[src/rtl/abs_diff_pkg.sv]
// Shared constants, FSM state type and width helpers for the abs-diff accumulator.
package abs_diff_pkg;

  localparam int unsigned ABS_MODE_TRUE   = 0;
  localparam int unsigned ABS_MODE_LEGACY = 1;

  typedef enum logic [1:0] {
    ACCUM = 2'd0,
    DRAIN = 2'd1,
    HOLD  = 2'd2
  } state_e;

  function automatic int unsigned lane_sum_w(input int unsigned w, input int unsigned lanes);
    return w + $clog2(lanes);
  endfunction

  function automatic int unsigned skip_cnt_w(input int unsigned lanes, input int unsigned max_beats);
    return $clog2(lanes * max_beats) + 1;
  endfunction

  function automatic int unsigned beats_cnt_w(input int unsigned max_beats);
    return $clog2(max_beats) + 1;
  endfunction

  function automatic int unsigned max_w(input int unsigned a, input int unsigned b);
    return (a > b) ? a : b;
  endfunction

endpackage

[src/rtl/abs_diff_lane.sv]
// Combinational single-lane magnitude with sentinel skip detection.
module abs_diff_lane
  import abs_diff_pkg::*;
#(
  parameter int unsigned W        = 8,
  parameter int unsigned ABS_MODE = ABS_MODE_TRUE,
  parameter int unsigned SKIP_EN  = 1,
  parameter int unsigned SKIP_VAL = 1
) (
  input  logic [W-1:0] moto_i,
  input  logic [W-1:0] hik_i,
  output logic [W-1:0] mag_o,
  output logic         skip_o
);

  logic [W-1:0] raw;

  generate
    if (ABS_MODE == ABS_MODE_LEGACY) begin : g_legacy
      // Wrapped W-bit difference, negated when its MSB reads as negative.
      logic [W-1:0] d;
      assign d   = moto_i - hik_i;
      assign raw = d[W-1] ? (~d + W'(1)) : d;
    end else begin : g_true
      logic [W:0] d;
      assign d   = {1'b0, moto_i} - {1'b0, hik_i};
      assign raw = d[W] ? (hik_i - moto_i) : W'(d);
    end
  endgenerate

  assign skip_o = (SKIP_EN != 0) && (moto_i == W'(SKIP_VAL));
  assign mag_o  = skip_o ? '0 : raw;

endmodule

[src/rtl/abs_diff_accum.sv]
// Multi-lane |moto - hikareru| pipeline accumulating sum/max/skip per frame.
module abs_diff_accum
  import abs_diff_pkg::*;
#(
  parameter int unsigned W         = 8,
  parameter int unsigned LANES     = 4,
  parameter int unsigned MAX_BEATS = 256,
  parameter int unsigned SUM_W     = W + $clog2(LANES) + $clog2(MAX_BEATS),
  parameter int unsigned ABS_MODE  = ABS_MODE_TRUE,
  parameter int unsigned SKIP_EN   = 1,
  parameter int unsigned SKIP_VAL  = 1,
  localparam int unsigned SKIP_W   = skip_cnt_w(LANES, MAX_BEATS),
  localparam int unsigned BEATS_W  = beats_cnt_w(MAX_BEATS)
) (
  input  logic                 m_clock,
  input  logic                 p_reset,
  input  logic                 in_valid,
  output logic                 in_ready,
  input  logic [LANES*W-1:0]   in_moto,
  input  logic [LANES*W-1:0]   in_hikareru,
  input  logic                 in_last,
  output logic                 out_valid,
  input  logic                 out_ready,
  output logic [SUM_W-1:0]     out_sum,
  output logic [W-1:0]         out_max,
  output logic [SKIP_W-1:0]    out_skip,
  output logic [BEATS_W-1:0]   out_beats,
  output logic                 out_sat
);

  localparam int unsigned LSUM_W = lane_sum_w(W, LANES);
  localparam int unsigned LSK_W  = $clog2(LANES) + 1;
  localparam int unsigned ADD_W  = max_w(SUM_W, LSUM_W) + 1;
  localparam int unsigned SKW1   = SKIP_W + 1;

  state_e state_q;
  logic   in_ready_q, out_valid_q, done_q;
  logic   accept;

  logic [LANES-1:0][W-1:0] lane_mag;
  logic [LANES-1:0]        lane_skip;

  logic                    s1_vld_q, s1_last_q;
  logic [LANES-1:0][W-1:0] s1_mag_q;
  logic [LANES-1:0]        s1_skip_q;

  logic [LSUM_W-1:0] bsum_d, s2_sum_q;
  logic [W-1:0]      bmax_d, s2_max_q;
  logic [LSK_W-1:0]  bskip_d, s2_skip_q;
  logic              s2_vld_q, s2_last_q;

  logic [SUM_W-1:0]   acc_sum_q, acc_sum_d;
  logic [W-1:0]       acc_max_q, acc_max_d;
  logic [SKIP_W-1:0]  acc_skip_q, acc_skip_d;
  logic [BEATS_W-1:0] acc_beats_q, acc_beats_d;
  logic               acc_sat_q, acc_sat_d;

  logic [ADD_W-1:0] sum_wide;
  logic [SKW1-1:0]  skip_wide;

  assign accept = in_valid & in_ready_q;

  generate
    for (genvar g = 0; g < int'(LANES); g++) begin : g_lane
      abs_diff_lane #(
        .W        (W),
        .ABS_MODE (ABS_MODE),
        .SKIP_EN  (SKIP_EN),
        .SKIP_VAL (SKIP_VAL)
      ) u_lane (
        .moto_i (in_moto[g*W +: W]),
        .hik_i  (in_hikareru[g*W +: W]),
        .mag_o  (lane_mag[g]),
        .skip_o (lane_skip[g])
      );
    end
  endgenerate

  // Per-beat reduction of the S1 lane results; skipped lanes carry magnitude 0.
  always_comb begin
    bsum_d  = '0;
    bmax_d  = '0;
    bskip_d = '0;
    for (int i = 0; i < int'(LANES); i++) begin
      bsum_d  = bsum_d + LSUM_W'(s1_mag_q[i]);
      bskip_d = bskip_d + LSK_W'(s1_skip_q[i]);
      if (s1_mag_q[i] > bmax_d) bmax_d = s1_mag_q[i];
    end
  end

  // Saturating accumulator update from S2.
  always_comb begin
    sum_wide    = ADD_W'(acc_sum_q) + ADD_W'(s2_sum_q);
    skip_wide   = SKW1'(acc_skip_q) + SKW1'(s2_skip_q);
    acc_sum_d   = (|sum_wide[ADD_W-1:SUM_W]) ? '1 : sum_wide[SUM_W-1:0];
    acc_sat_d   = acc_sat_q | (|sum_wide[ADD_W-1:SUM_W]);
    acc_skip_d  = skip_wide[SKIP_W] ? '1 : skip_wide[SKIP_W-1:0];
    acc_max_d   = (s2_max_q > acc_max_q) ? s2_max_q : acc_max_q;
    acc_beats_d = (acc_beats_q == BEATS_W'(MAX_BEATS)) ? acc_beats_q : acc_beats_q + BEATS_W'(1);
  end

  always_ff @(posedge m_clock) begin
    if (!p_reset) begin
      state_q     <= ACCUM;
      in_ready_q  <= 1'b1;
      out_valid_q <= 1'b0;
      done_q      <= 1'b0;
      s1_vld_q    <= 1'b0;
      s1_last_q   <= 1'b0;
      s1_mag_q    <= '0;
      s1_skip_q   <= '0;
      s2_vld_q    <= 1'b0;
      s2_last_q   <= 1'b0;
      s2_sum_q    <= '0;
      s2_max_q    <= '0;
      s2_skip_q   <= '0;
      acc_sum_q   <= '0;
      acc_max_q   <= '0;
      acc_skip_q  <= '0;
      acc_beats_q <= '0;
      acc_sat_q   <= 1'b0;
    end else begin
      s1_vld_q <= accept;
      if (accept) begin
        s1_mag_q  <= lane_mag;
        s1_skip_q <= lane_skip;
        s1_last_q <= in_last;
      end

      s2_vld_q  <= s1_vld_q;
      s2_last_q <= s1_vld_q & s1_last_q;
      s2_sum_q  <= bsum_d;
      s2_max_q  <= bmax_d;
      s2_skip_q <= bskip_d;

      done_q <= s2_vld_q & s2_last_q;
      if (s2_vld_q) begin
        acc_sum_q   <= acc_sum_d;
        acc_sat_q   <= acc_sat_d;
        acc_skip_q  <= acc_skip_d;
        acc_max_q   <= acc_max_d;
        acc_beats_q <= acc_beats_d;
      end

      case (state_q)
        ACCUM: begin
          if (accept && in_last) begin
            state_q    <= DRAIN;
            in_ready_q <= 1'b0;
          end else begin
            in_ready_q <= 1'b1;
          end
        end
        DRAIN: begin
          // The final beat has landed in the accumulators one edge earlier.
          if (done_q) begin
            state_q     <= HOLD;
            out_valid_q <= 1'b1;
          end
        end
        HOLD: begin
          if (out_ready) begin
            state_q     <= ACCUM;
            out_valid_q <= 1'b0;
            in_ready_q  <= 1'b1;
            acc_sum_q   <= '0;
            acc_max_q   <= '0;
            acc_skip_q  <= '0;
            acc_beats_q <= '0;
            acc_sat_q   <= 1'b0;
          end
        end
        default: begin
          state_q     <= ACCUM;
          in_ready_q  <= 1'b1;
          out_valid_q <= 1'b0;
        end
      endcase
    end
  end

  assign in_ready  = in_ready_q;
  assign out_valid = out_valid_q;
  assign out_sum   = acc_sum_q;
  assign out_max   = acc_max_q;
  assign out_skip  = acc_skip_q;
  assign out_beats = acc_beats_q;
  assign out_sat   = acc_sat_q;

endmodule
[config.mk]
export PLATFORM = sky130hd
export DESIGN_NAME = abs_diff_accum
export DESIGN_NICKNAME = d
export VERILOG_FILES = /design/src/rtl/abs_diff_pkg.sv /design/src/rtl/abs_diff_lane.sv /design/src/rtl/abs_diff_accum.sv
export SDC_FILE = /design/constraint.sdc
export NUM_CORES = 1
export LEC_CHECK = 0
export CORE_MARGIN = 2
export CORE_UTILIZATION = 35
export CTS_CLUSTER_SIZE = 25
export DETAILED_ROUTE_END_ITERATION = 8
export SLEW_MARGIN = 25
export SYNTH_ARGS = -nofsm -noshare
export SYNTH_HDL_FRONTEND = slang
export SYNTH_SLANG_ARGS = --single-unit
[constraint.sdc]
create_clock -name m_clock -period 4.2 [get_ports m_clock]
set_input_delay 0.84 -clock m_clock [delete_from_list [all_inputs] [get_ports m_clock]]
set_output_delay 0.84 -clock m_clock [all_outputs]
set_load 0.01 [all_outputs]
# Word level (Yosys, flattened, before mapping)
# Cells that the tools add are included.
[totals] out_inout_bits=49 reg_bits=113 elab_cells=105
[classes] mux=41 n_addsub=17 n_eq_ne=10 n_reduce_logical=5 bitwise=6 magnitude_cmp=5
[op_table] cell="8-bit 2-to-1 mux" count=16
[op_table] cell="18-bit 2-to-1 mux" count=4
[op_table] cell="11-bit 2-to-1 mux" count=4
[op_table] cell="9-bit 2-to-1 mux" count=4
[op_table] cell="8-bit by 8-bit subtractor with 9-bit output" count=4
[op_table] cell="8-bit by 1-bit equality test with 1-bit output (second input constant)" count=4
[op_table] cell="8-bit > comparator" count=4
[op_table] cell="8-bit subtractor" count=4
[op_table] cell="18-bit by 10-bit adder with 19-bit output" count=1
[op_table] cell="11-bit by 3-bit adder with 12-bit output" count=1
[op_table] cell="10-bit by 8-bit adder with 10-bit output" count=1
[op_table] cell="9-bit by 8-bit adder with 10-bit output" count=1
[op_table] cell="8-bit by 8-bit adder with 9-bit output" count=1
[op_table] cell="9-bit by 1-bit adder with 9-bit output (second input constant)" count=1
[op_table] cell="9-bit equality test (second input constant)" count=1
[op_table] cell="8-bit by 1-bit > comparator with 1-bit output (second input constant)" count=1
[op_table] cell="1-bit 2-to-1 mux" count=7
[op_table] cell="2-bit 2-to-1 mux" count=3
[op_table] cell="2-bit != test (second input constant)" count=3
[op_table] cell="1-bit one-hot mux with 3 select lines" count=2
[op_table] cell="2-bit one-hot mux with 3 select lines" count=1
[op_table] cell="3-bit AND reduction" count=2
[op_table] cell="2-bit by 1-bit adder with 3-bit output" count=1
[op_table] cell="3-bit by 1-bit adder with 3-bit output" count=1
[op_table] cell="9 further kinds" count=12

# Depth between registers and ports, before layout
# Gate-level depths: netlist (run 1).
[depth] word_depth=8 mapped_depth=24

# Hierarchy
# From an unflattened synthesis (run 1), not the netlist that was laid out.
[hier_totals] hier_cells=1201 hier_area_um2=9675.5
[by_module_without_submodules] mod="abs_diff_accum" cells_each=757 instances=1 seq_area_each_um2=2262.2 area_per_inst_um2=6462.4
[by_module_without_submodules] mod="abs_diff_lane at g_lane[0].u_lane ..." cells_each=111 instances=2 seq_area_each_um2=0.0 area_per_inst_um2=804.5
[by_module_without_submodules] mod="abs_diff_lane at g_lane[2].u_lane ..." cells_each=111 instances=2 seq_area_each_um2=0.0 area_per_inst_um2=802.0

# Worst setup path after synthesis (run 1)
# No wires, ideal clock.
[synth_timing] path_type="reg-to-reg" from="reg s1_mag_q[1] in the netlist's numbering" to="reg s2_max_q[0]" stages_incl_launch_ff=24 slack_ns=-0.235 period_less_slack_ns=4.435 setup_time_ns=0.084 path_buffers=2 required_ns=4.116 t_arrival_ns=4.351 path_cell_list="dfxtp_1 > inv_1 > ha_1 > nor2b_1 > o211ai_1 > a21oi_1 > o22ai_2 > mux2i_1 > ha_1 > nand2_1 > o21ai_0 > mux2i_1 > a21oi_1 > clkbuf_1 > nand2_1 > o21a_1 > ha_1 > nor2b_1 > o211ai_1 > a21oi_1 > o21bai_1 > clkbuf_1 > nand4_1 > o221ai_1"
[synth_via] elab_chain_len=8
[synth_rtl] item="start, declared" line_no="abs_diff_accum.sv:44" rtl="logic [LANES-1:0][W-1:0] s1_mag_q;"
[synth_rtl] item="start signal, assigned" line_no="abs_diff_accum.sv:125" rtl="s1_mag_q <= lane_mag;"
[synth_rtl] item="8-bit by 1-bit > comparator with 1-bit output" line_no="abs_diff_accum.sv:87" rtl="if (s1_mag_q[i] > bmax_d) bmax_d = s1_mag_q[i];"
[synth_rtl] item="8-bit 2-to-1 mux (*)" line_no="abs_diff_accum.sv:87"
[synth_rtl] item="8-bit > comparator" line_no="abs_diff_accum.sv:87"
[synth_rtl] item="8-bit 2-to-1 mux (*)" line_no="abs_diff_accum.sv:87"
[synth_rtl] item="8-bit > comparator" line_no="abs_diff_accum.sv:87"
[synth_rtl] item="8-bit 2-to-1 mux (*)" line_no="abs_diff_accum.sv:87"
[synth_rtl] item="8-bit > comparator" line_no="abs_diff_accum.sv:87"
[synth_rtl] item="8-bit 2-to-1 mux (*)" line_no="abs_diff_accum.sv:87"
[synth_rtl] item="end signal, assigned" line_no="abs_diff_accum.sv:133" rtl="s2_max_q <= bmax_d;"
[synth_rtl] item="end, declared" line_no="abs_diff_accum.sv:48" rtl="logic [W-1:0] bmax_d, s2_max_q;"
# Every way passes the cells marked *; elsewhere a longest branch is shown, timed or not.
# A chain may end at the register's enable or synchronous reset.

# Worst setup path in the final report (run 1)
[layout_timing] from="reg s1_mag_q[1] in the netlist's numbering" to="reg s2_max_q[6]"
# The elaborated chain is that of the path after synthesis.

==> run metrics, run 1 <==
gr ovfl total 0; setup violators final 8; CTS tree yes; Crit Path Category reg -> reg; post-DP HPWL 17700 um; drt wl/cell 14.7 um; Hold Vio Cnt, Final 0; post-layout minimum cycle time 4270 ps; Die ar. about 27000 um^2; total clock sinks 113; vias roughly 8000; via/cell ratio 5.16; DR top layer met4; P_leak 4.98 nW; drt total wl 22800 um; IO Count 118; FMAX 0.234 GHz; HP Class reg -> reg; diodes inserted 0; worst-margin pin slew just over 1000 ps; PortBufs 117; Unique masters post-synth 73; Detail Route Antenna Nets 0; register area 2270 um^2; placed cell count 1513; maximum VDD drop around 0.00034 V; DR iter-0 viols 479; cts bufs inserted 17; PD cells 420 nW/um^2; synthesis-to-finish area growth 28.9%; min setup slack post-route -71.6 ps; Post-synth ARST share 0%; Final Max Slew Viols 0; Mapped Avg Cell Area 8.37 um^2; post-synth design cell area approximately 9000 um^2; Initial Util 35.7%; Ys Warns 0; critical path peak fanout 8; vias in the first global route approximately 7300; CP Data Arrival Time 4620 ps; depth of the CTS H-tree 4; area of the multi-input gates 6330 um^2; Clk pin slew, worst setup/hold paths 60 ps; RSZ-0062 raised after global routing true; placer's final routability congestion estimate between 0.8 and 0.9; Met3 Wirelength 889 um; Worst Path Required roughly 4600 ps; Sum Neg Setup Slack -354 ps; global-route wire length before repair 36300 um; #FFs+latches synth 113; core area 25200 um^2; Placed Area 10600 um^2; type of origin of the critical path register; syn_nets 1288; hold-fix buffers at CTS 0; Slew headroom approximately 31%; Routed met2 length 10700 um; Worst Skew approximately 23 ps; Worst-Skew Late Latency 430 ps; drt drc 0; antenna violations before repair 0; Root Buffer clkbuf_16; Clock Path Buffers 2; chip height 164 um; ratio of cells with drive above 1 in the final layout a little over a tenth; Place WS -165 ps; Final period util 102%; First-pass DRT Iterations 5; largest net degree at the start of global routing 31; die span in x roughly 160 um; FP Rows 58; outcome finished with violations; Mapped Cells 1074; GRT Total Usage between 10% and 20%; post-synthesis sequential area ratio between 20% and 30%; Top FF cell, synth dfxtp_1; final cell count without fillers 1553; nets@finish 1425; EDFF count, synth 0; violated checks negative setup slack; Fillers 2445; Metal-1 WL 10900 um; Max Cap Violations 0; post-route cell area ~12000 um^2; CP Capture Type register
[registers in the layout (all words and copies together) (netlist names), 3 cells and up]
signal,count
s1_skip_q,4
out_skip,11
s2_max_q,8
s1_mag_q,32
out_sum,18
out_beats,9
s2_skip_q,3
s2_sum_q,10
out_max,8
[synth_stat cells (4+ instances only)]
master | number | area share, %
a31oi_1 | 18 | 1.3
a21oi_1 | 84 | 4.7
xnor2_1 | 18 | 1.8
nand4_1 | 22 | 1.5
nand3_1 | 21 | 1.2
a21o_1 | 23 | 1.9
and2_1 | 8 | 0.56
mux2i_1 | 38 | 4.2
a211oi_1 | 9 | 0.75
buf_2 | 9 | 0.50
clkbuf_1 | 20 | 0.83
a21boi_0 | 4 | 0.33
o21a_1 | 14 | 1.2
nor2b_1 | 7 | 0.49
ha_1 | 118 | 16
or3_1 | 5 | 0.35
o211ai_1 | 12 | 1.0
nor4_1 | 8 | 0.56
xor2_1 | 21 | 2.0
dfxtp_1 | 113 | 25
nand2b_1 | 7 | 0.49
o211a_1 | 5 | 0.56
nor2_1 | 60 | 2.5
mux2_2 | 4 | 0.50
o31a_1 | 5 | 0.49
a22oi_1 | 4 | 0.33
a211o_1 | 4 | 0.39
nand3b_1 | 9 | 0.75
inv_1 | 122 | 5.1
o221ai_1 | 8 | 0.78
nand2_1 | 96 | 4.0
nor3_1 | 13 | 0.72
and3_1 | 12 | 0.83
fa_1 | 27 | 6.0
o2bb2ai_1 | 4 | 0.39
buf_1 | 4 | 0.17
o31ai_1 | 5 | 0.42
o21ai_0 | 52 | 2.9
[worst paths after layout]
kind / startpoint / to / slack [ps] / cells past startpoint
setup / recovery: s1_mag_q[1] / s2_max_q[6] / -70 / 23
hold reg to reg: out_sat / out_sat / 440 / 2
setup reg to reg: s1_mag_q[1] / s2_max_q[6] / -70 / 23
hold / removal: out_sat / out_sat / 440 / 2
[layout by cell type (no fill, tap or decap), types with 7 or more instances in the layout]
cell type / Yosys / final
nand2b_1: 7 / 7
and2_1: 8 / 8
xor2_1: 21 / 21
o21a_1: 14 / 14
nand2_1: 96 / 96
a21o_1: 23 / 23
clkdlybuf4s50_1: 0 / 117
a21oi_1: 84 / 80
nor2_1: 60 / 60
o21ai_0: 52 / 48
nor4_1: 8 / 8
o211ai_1: 12 / 12
ha_1: 118 / 112
nor3_1: 13 / 13
nand3b_1: 9 / 9
xnor2_1: 18 / 18
a211oi_1: 9 / 9
dfxtp_1: 113 / 108
clkbuf_16: 0 / 19
inv_1: 122 / 121
and3_1: 12 / 12
a31oi_1: 18 / 18
buf_4: 0 / 31
fa_1: 27 / 27
mux2i_1: 38 / 30
o221ai_2: 0 / 7
nand3_1: 21 / 21
nand4_1: 22 / 22
[through the flow]
stage | util (%) | power, mW | hold WS [ps]
after CTS | 44.8 | 4.52 | 449
after detailed placement | 42.3 | 2.99 | 432
after floorplan | - | 2.48 | 421
final | 46.0 | 4.87 | 444
after global routing | 46.0 | 5.17 | 463
after global placement | 42.3 | 2.97 | 428
[what timing repair did]
item | 4_1_cts | 5_1_grt
endpoints found under the hold margin | 0 | 0
cloned | 0 | 3
buffers inserted | 2 | 4
resized for setup | 6 | 45
pin swaps | 4 | 17
endpoints found under the setup margin | 8 | 8
[where the power goes]
group	switching [mW]	total [mW]	internal, mW
Sequential	0.115	1.31	1.19
Clock	0.512	1.47	0.955
Combinational	1.06	2.10	1.04
Total	1.68	4.87	3.19
[cell families after synthesis]
family / after synthesis / share of synthesized area (%)
buffers and inverters: 160 / 7.07
AND/OR/NAND/NOR: 287 / 15.7
XOR/XNOR: 39 / 3.80
flip-flops: 113 / 25.2
multiplexers: 44 / 5.02
adder cells (fa/ha/maj): 145 / 22.4
AO/OA/AOI/OAI: 286 / 20.9
[routing by layer]
layer  vias to the layer above  global-route usage (%)
met1                      3731                    22.6
li1                       4071                       -
met4                         0                    4.67
met5                         -                       0
met2                       186                    27.1
met3                        27                    3.06
[cell type report]
type                    count  area share [%]
multi-input cells         801            54.6
flip-flops and latches    113            19.6
repair buffers            155            13.1
inverters                 123            3.98
clock buffers              21            3.97
well taps                 330            3.56
clock inverters            10            1.17
[critical path: stages (launching register included)]
cell and delay [ps]:
dfxtp_2 330, inv_2 40, ha_4 210, nor2b_4 120
o211ai_1 220, a21oi_2 110, o22ai_4 280, buf_4 190
mux2i_2 270, ha_1 180, nand2_1 50, o21ai_1 210
nor2_1 110, a21oi_4 270, clkbuf_16 190, nand2_1 50
o21a_1 140, ha_4 220, a21oi_1 200, o21ai_2 110
o21bai_4 180, nand3b_1 140, buf_6 180, o221ai_1 170
No activity file was read; power rests on OpenSTA's default activity.
==> run 2, diff against run 1 <==
--- a/config.mk
+++ b/config.mk
@@ -5,6 +5,7 @@
 export SDC_FILE = /design/constraint.sdc
 export NUM_CORES = 1
 export LEC_CHECK = 0
+export ABC_AREA = 1
 export CORE_MARGIN = 2
 export CORE_UTILIZATION = 35
 export CTS_CLUSTER_SIZE = 25
==> run metrics, run 2 <==
Root Buffer clkbuf_16; Cell Int Power 2.99 mW (-6.3%); ratio of cells with drive above 1 in the final layout 6.13% (-4.3 points); Unique masters post-synth 45 (-38%); hold slack final 418 ps (-25.6 ps); nets@finish 1848 (+30%); drt wl/cell 12.6 um (-14%); die span in x 173 um (+5.1%); most common cell after layout, fill and taps aside nand2_1; Fillers 2858 (+17%); final core utilization 44.1% (-1.9 points); placer's final routability congestion estimate 0.920 (+6.3%); IO Count 118 (unchanged); PD cells 396 nW/um^2 (-5.7%); worst-margin pin slew 823 ps (-205 ps); GRT Total Usage 17.0% (+0.34 points); First-pass DRT Iterations 5 (unchanged); via/cell ratio 4.73 (-8.4%); Die ar. 29800 um^2 (+10%); post-layout minimum cycle time 3890 ps (-379 ps); logic gate share of total power 42.4% (-0.7 points); Mapped Avg Cell Area 6.60 um^2 (-21%); synth cell count leaders 400 x nand2_1, 268 x inv_1, 122 x nand3_1, 118 x ha_1, 113 x dfxtp_1; Psw 1.88 mW (+12%); depth of the CTS H-tree 4 (unchanged); Area contributors post-synth dfxtp_1 23%, nand2_1 15%, ha_1 15%; PortBufs 117 (unchanged); vias 9569 (+19%); Worst Path Required 4510 ps (-40 ps); Sw Share 38.7% (+4.1 points); Hold Vio Cnt, Final 0 (unchanged); gr ovfl total 0 (unchanged); Slew headroom 45.1% (+14 points); post-synthesis sequential area ratio 22.7% (-2.4 points); DR iter-0 viols 604 (+26%); Yosys top cell by area dfxtp_1; Ys Warns 0 (unchanged); core area 27900 um^2 (+11%); Final period util 92.7% (-9.0 points); Detail Route Antenna Nets 0 (unchanged); #FFs+latches synth 113 (unchanged); Worst-Skew Late Latency 420 ps (about the same); Final Max Slew Viols 0 (unchanged); global-route wire length before repair 42600 um (+17%); register area 2270 um^2 (+0.11%); Worst Skew 9.89 ps (-13.3 ps); post-synth design cell area 9950 um^2 (+11%); Largest register FFs 32 (unchanged); CP Capture Type register; Crit Path Category reg -> reg; Clock Path Buffers 2 (unchanged); antenna violations before repair 0 (unchanged); chip height 173 um (+5.1%); Clk network pwr share 30.7% (+0.6 points); Sum Neg Setup Slack 0 ps (+354 ps); Max Cap Violations 0 (unchanged); Top FF cell, synth dfxtp_1; largest net degree at the start of global routing 42 (+35%); post-synth top area share 22.7% (-2.4 points); Post-synth ARST share 0% (unchanged); sequential power share 26.8% (about the same); area of the multi-input gates 6590 um^2 (+4.1%); drt total wl 25500 um (+12%); drt drc 0 (unchanged); critical path peak fanout 8 (unchanged); FP Rows 61 (+5.2%); synthesis-to-finish area growth 23.4%; EDFF count, synth 0 (unchanged); post-DP HPWL 20700 um (+17%); Top reg by flops s1_mag_q; Initial Util 35.7% (about the same); final cell count without fillers 2025 (+30%); HP Class reg -> reg; FMAX 0.257 GHz (+9.7%); syn_nets 1722 (+34%); total clock sinks 113 (unchanged); CP Data Arrival Time 4210 ps (-410 ps); cts bufs inserted 17 (unchanged); setup violators final 0 (-8); top-count cell post-synth nand2_1; Clk pin slew, worst setup/hold paths 60 ps (about the same); placed cell count 1990 (+32%); most frequent cells in the layout 396 x nand2_1, 266 x inv_1, 122 x nand3_1, 117 x ha_1, 117 x clkdlybuf4s50_1; CTS tree yes; type of origin of the critical path register; diodes inserted 0 (unchanged); P_leak 6.15 nW (+23%); vias in the first global route 9108 (+24%); maximum VDD drop 0.000324 V (-3.3%); Mapped Cells 1508 (+40%); outcome finished clean
run 2: timing repair:
item,CTS,global route
setup endpoints to repair,8,8
cloned,0,2
hold buffers,0,0
buffers inserted,0,1
gates resized for setup,1,25
pin swaps,0,9
run 2: final timing paths:
check	depth (start not counted)	start	slack [ps]	to
setup / recovery	26	s1_mag_q[7]	310	s2_max_q[3]
hold / removal	2	s2_last_q	420	done_q
setup reg to reg	26	s1_mag_q[7]	310	s2_max_q[3]
hold reg to reg	2	s2_last_q	420	done_q
run 2: stage by stage:
stage | total power [mW] | setup WS (ps) | area, um^2
5_1_grt | 5.28 | -35.3 | 12300
4_1_cts | 4.80 | 115 | 12200
2_1_floorplan | 2.74 | 554 | 9950
6_report | 4.87 | 307 | 12300
3_5_place_dp | 3.28 | -3.26 | 11600
3_3_place_gp | 3.25 | 54.3 | 11600
run 2: layout make-up:
class,count,area share [%]
Clock buffer,18,3.58
Clock inverter,14,1.47
Inverter,274,8.44
Multi-Input combinational cell,1095,53.7
Sequential cell,113,18.5
Tap cell,378,3.85
Timing Repair Buffer,133,10.5
run 2: cell families after synthesis:
family	synth area share (%)
AOI/OAI and AO/OA	12.3
xor gates and xnor gates	3.08
and+or+nand+nor	29.8
adders and majority gates	20.3
DFF	22.7
buffers and inverters	11.8
run 2: power groups by stage:
stage | Sequential, mW | Clock, mW | Combinational (mW)
2_1_floorplan | 1.30 | 0 | 1.44
3_3_place_gp | 1.33 | 0 | 1.92
3_5_place_dp | 1.33 | 0 | 1.95
4_1_cts | 1.31 | 1.53 | 1.96
5_1_grt | 1.32 | 1.58 | 2.38
6_report | 1.31 | 1.50 | 2.06
run 2: critical path, stage by stage (launching register included):
cell and delay, ps:
dfxtp_2 350, inv_1 60, ha_1 280, nand2_1 130
a21oi_1 60, nor2_1 170, nand2_4 110, buf_4 160
nand3_1 90, nand2_1 70, ha_1 290, nand2_1 50
nor2_1 110, nand2_1 80, nand2_2 110, nand2_4 90
clkinvlp_4 150, nand2_1 80, and2_1 170, ha_1 290
nand2_1 80, nor2_2 130, nand4_1 240, nand2_4 210
nand3_1 110, nand2_1 80, inv_1 40
run 2: metal layers:
| layer | wire length (um) | GRT usage, % |
|---|---|---|
| met1 | 11900 | 21.3 |
| met2 | 12400 | 30.7 |
| met3 | 845 | 2.64 |
| met4 | 324 | 3.74 |
| met5 | 0 | 0 |
